### config.mk
export PLATFORM = sky130hd
export DESIGN_NAME = bus_arbiter
export DESIGN_NICKNAME = d
export VERILOG_FILES = /design/src/rtl/bus_arbiter.sv
export SDC_FILE = /design/constraint.sdc
export NUM_CORES = 1
export LEC_CHECK = 0
export ABC_CLOCK_PERIOD_IN_PS = 5900
export CORE_MARGIN = 1.5
export CORE_UTILIZATION = 25
export CTS_CLUSTER_DIAMETER = 120
export DETAILED_ROUTE_END_ITERATION = 8
export PLACE_DENSITY = 0.5
export SYNTH_ARGS = -nofsm -noshare
export SYNTH_HDL_FRONTEND = slang
export SYNTH_SLANG_ARGS = --single-unit
### constraint.sdc
create_clock -name clock -period 5.9 [get_ports clock]
set_input_delay 0.59 -clock clock [delete_from_list [all_inputs] [get_ports clock]]
set_output_delay 0.59 -clock clock [all_outputs]
set_load 0.02 [all_outputs]
### src/rtl/bus_arbiter.sv
// ---------------------------------------------------------------------------
// bus_arbiter
//
// Round-robin arbiter for sixteen stations sharing one serial bus line. When
// idle it picks the next requester after the previous winner, latches that
// station's frame (muxed externally by grant_id) and shifts it out MSB first
// as a 77-bit serial frame, followed by a one-cycle gap in which the winner
// receives a one-hot ack pulse.
//
// Serial frame: start bit (1), source id[3:0], dest addr[3:0],
//               data[63:0], crc[3:0]  -- each field MSB first.
//
// Ports
//   clock        : system clock, all state changes on its rising edge
//   reset        : synchronous active-high reset
//   req[15:0]    : per-station frame-pending request
//   frame_addr   : destination address of the granted station
//   frame_data   : 64-bit payload of the granted station
//   frame_crc    : 4-bit CRC of the granted station
//   grant_id     : index of the station that owns the bus
//   grant_valid  : grant_id is meaningful
//   ack[15:0]    : one-hot, one-cycle completion pulse
//   busy         : arbiter is not idle
//   bus_show     : registered serial bus line
// ---------------------------------------------------------------------------
module bus_arbiter (
    input  logic        clock,
    input  logic        reset,
    input  logic [15:0] req,
    input  logic [3:0]  frame_addr,
    input  logic [63:0] frame_data,
    input  logic [3:0]  frame_crc,
    output logic [3:0]  grant_id,
    output logic        grant_valid,
    output logic [15:0] ack,
    output logic        busy,
    output logic        bus_show
);

    typedef enum logic [1:0] {
        IDLE = 2'd0,
        LOAD = 2'd1,
        SEND = 2'd2,
        GAP  = 2'd3
    } state_t;

    localparam int FRAME_BITS = 77;

    state_t                  state;
    logic [FRAME_BITS-1:0]   shreg;
    logic [6:0]              bit_cnt;
    logic [3:0]              last_winner;
    logic [3:0]              winner;
    logic [3:0]              idx;
    logic                    found;

    // Round-robin search starting one past the previous winner. The offset
    // runs 1..16, so its low four bits wrap to 0 on the last step, which
    // makes last_winner itself the lowest-priority candidate.
    always_comb begin
        winner = '0;
        idx    = '0;
        found  = 1'b0;
        for (int k = 1; k <= 16; k++) begin
            idx = last_winner + k[3:0];
            if (!found && req[idx]) begin
                winner = idx;
                found  = 1'b1;
            end
        end
    end

    // Single FSM: all outputs are registered here. ack defaults to zero each
    // cycle so that the pulse set in GAP lasts exactly one cycle.
    always_ff @(posedge clock) begin
        if (reset) begin
            state       <= IDLE;
            bus_show    <= 1'b0;
            grant_id    <= '0;
            grant_valid <= 1'b0;
            ack         <= '0;
            busy        <= 1'b0;
            shreg       <= '0;
            bit_cnt     <= '0;
            last_winner <= 4'hF;
        end else begin
            ack <= '0;
            case (state)
                IDLE: begin
                    bus_show    <= 1'b0;
                    grant_valid <= 1'b0;
                    busy        <= 1'b0;
                    if (|req) begin
                        grant_id    <= winner;
                        grant_valid <= 1'b1;
                        busy        <= 1'b1;
                        state       <= LOAD;
                    end
                end
                // The frame inputs are only looked at here; later changes
                // cannot disturb a frame already in flight.
                LOAD: begin
                    shreg   <= {1'b1, grant_id, frame_addr, frame_data, frame_crc};
                    bit_cnt <= '0;
                    state   <= SEND;
                end
                SEND: begin
                    bus_show <= shreg[FRAME_BITS-1];
                    shreg    <= {shreg[FRAME_BITS-2:0], 1'b0};
                    bit_cnt  <= bit_cnt + 7'd1;
                    if (bit_cnt == 7'(FRAME_BITS - 1)) begin
                        state <= GAP;
                    end
                end
                GAP: begin
                    bus_show    <= 1'b0;
                    ack         <= 16'h0001 << grant_id;
                    last_winner <= grant_id;
                    grant_valid <= 1'b0;
                    busy        <= 1'b0;
                    state       <= IDLE;
                end
                default: begin
                    state <= IDLE;
                end
            endcase
        end
    end

endmodule

==> results.yml <==
status:
  outcome: "completed"
grt:
  track_usage: 0.132
  gr-total-overflow: 0
  grt_pass1_wl_um: 29600
  grt_start_max_net_pins: 96
  grt_pass1_vias: 5330
  antenna_found_initial: 0
critical_path:
  slowest_stage: "ha_1"
  endpoint: "grant_id[1]"
  setup.worst_path.start: "last_winner[1]"
  critPathKind: "flop to flop"
  crit_top_cell: "mux2i_1"
  reg2reg_slack_ns: 1.27
  path_cells: "buf_4 -> inv_1 -> ha_1 -> mux4_1 -> mux2i_1 -> mux2i_1 -> or4_4 -> nor4b_4 -> nand2_1 -> a32o_1 -> nor4b_2 -> o41ai_2"
  reg2reg_depth: 12
  end_kind: "flop"
  cp.arrival_ns: 4.87
  crit_path_start_kind: "flop"
  rr_endpoint: "grant_id[1]"
  cp_slowest_stage_delay_ns: 0.83
  worstPathRequired_ns: 6.14
  path_max_fanout: 28
  worstReg2RegStart: "last_winner[1]"
sta:
  max_freq_mhz: 216
  finalSetupTns_ns: 0
  fin_crit_sh: 0.784
  setup_viol_count_final: 0
  slew_viol_final: 0
  skew_ns: 0.0122
  hold_violations: 0
  slew_headroom: 0.377
  final.min_clock_period_ns: 4.63
  grt_setup_unrepaired: "false"
  worst_slew_pin_slew_ns: 0.909
cells_and_area:
  layout_commonest_cell: "nor2_1"
  fin_area_um2: 8460
  nets: 908
  final_cell_mix: "nor2_1 (123), dfxtp_1 (112), clkdlybuf4s50_1 (111)"
  drive_above_1_share: 0.0927
  instances_no_fill: 1150
  area_growth_pct: 24.8
  diodes: 0
clocking:
  path_clk_slew_ns: 0.08
  cts_sinks: 112
  cts_setup_buffers: 0
  cts_hold_buf: 0
  clk_latency_ns: 0.36
  cts_tree: "yes"
  cts_resized: 0
  cts_root_buf: "clkbuf_16"
  htreeDepth: 3
  clock_path_buffers: 2
  cts_buffers: 9
logic_synthesis:
  ys_warn_count: 0
  netlist_instances: 730
  syn-cell-area_um2: 6780
  synth_area_per_cell_um2: 9.28
  synthFlopType: "dfxtp_1"
  ys_seq_area_frac: 0.331
  synth_nets: 834
  netlist-cell-type-count: 65
  synth_enable_flop_cells: 0
  ys_seq_elements: 112
  synthArstFlopShare: 0
route:
  viasPerCell: 4.99
  vias: 5735
  drt_iter0_drc: 335
  first_pass_iters: 4
  antenna_left: 0
  drc: 0
  wirelength_um: 18600
  wire_per_inst_um: 16.2
placement:
  place_area_um2: 8150
  io_buffers: 112
  dp.cells: 1134
  dpl.hpwl_um: 12900
  gp_congestion: 0.888
job:
  maxCapViolCount: 0
floorplanning:
  rows: 60
  dieWidth_um: 168
  dieArea_um2: 28100
  die_h_um: 168
  io_pins: 113
  core_um2: 26800
  initial_core_util: 0.253
power_and_ir_drop:
  p_per_area_nw_per_um2: 481
  power_uw: 4070
  irDropWorstVdd_uv: 298
  cellLeakagePower_uw: 0.00287
hold_path:
  min-delay-start: "shreg[75]"
  hp-class: "flop to flop"
[metrics by stage]
step	util	worst slack (ns)	hold WS (ns)
after floorplan	-	1.36	0.446
after global placement	0.304	1.36	0.465
after detailed placement	0.304	1.25	0.469
after CTS	0.316	1.24	0.480
after global routing	0.316	0.932	0.496
final	0.316	1.27	0.478
[critical path, delay by kind of cell (launching register included)]
kind | cells | cell delay, ns
AOI/OAI and AO/OA | 2 | 0.37
and+or+nand+nor | 4 | 1.43
buffers and inverters | 2 | 0.59
adders and majority gates | 1 | 0.83
muxes | 3 | 0.97
DFF | 1 | 0.31
[logic make-up (layout without fill, tap and decap cells)]
family          Yosys count  count (layout)  share of synthesized area
simple gates            216             216                      0.146
compound gates          158             158                      0.168
mux                     145             145                      0.268
flops                   112             112                      0.331
buf+inv                  73             152                     0.0456
fa+ha+maj                14              14                     0.0258
xor+xnor                 12              12                     0.0155
[how the worst min path moves through the flow]
stage / to / cells after the start
after floorplan: shreg[0] / 2
after global placement: shreg[76] / 2
after detailed placement: shreg[76] / 2
after CTS: shreg[76] / 2
after global routing: shreg[76] / 2
final: shreg[76] / 2
[registers in the layout (all words and copies together) (netlist names)]
register / flops
ack: 16
bit_cnt: 7
bus_show: 1
busy: 1
grant_id: 4
last_winner: 4
shreg: 77
state: 2
[report_power, final]
group | internal [uW] | switching (uW) | total [uW]
combinational | 982 | 1320 | 2310
clock | 314 | 322 | 636
sequential | 979 | 146 | 1130
total | 2280 | 1790 | 4070
[synthesized netlist by cell type (3+ instances only)]
library cell    n  area [um2]
nand2b_1        8        50.1
o22a_1          4        35.0
buf_6           3        33.8
ha_1           14         175
a31oi_1         3        18.8
nand2_1        31         116
buf_1          13        48.8
nor3_1          8        40.0
clkbuf_1       34         128
xor2_1          3        26.3
a21oi_1        19        95.1
mux2_2         15         169
buf_2           4        20.0
dfxtp_1       112        2240
nor4_1          7        43.8
nor2_1        123         462
or3_1           4        25.0
mux2i_1       103        1030
o21ai_0        14        70.1
a211oi_1       79         593
mux4_2         25         563
o211ai_1        7        52.6
nand3_1        11        55.1
nand4_1         6        37.5
nor2b_1         5        31.3
xnor2_1         9        78.8
inv_1          15        56.3
and3_1          3        18.8
[final cells by class]
class | instances | area, um2
fillers | 2841 | 18300
multi-input cells | 545 | 4250
flip-flops and latches | 112 | 2240
repair buffers | 119 | 1170
well taps | 341 | 427
clock buffers | 10 | 239
clock inverters | 6 | 65.1
inverters | 17 | 63.8
[metal layers]
layer  up-vias  track usage  share of wire
met5         -            0              0
met4         0       0.0364          0.013
met3        20       0.0298          0.049
met2       161        0.201           0.45
met1      2686        0.186           0.49
li1       2868            -              -
(Power assumes the default switching activity.)
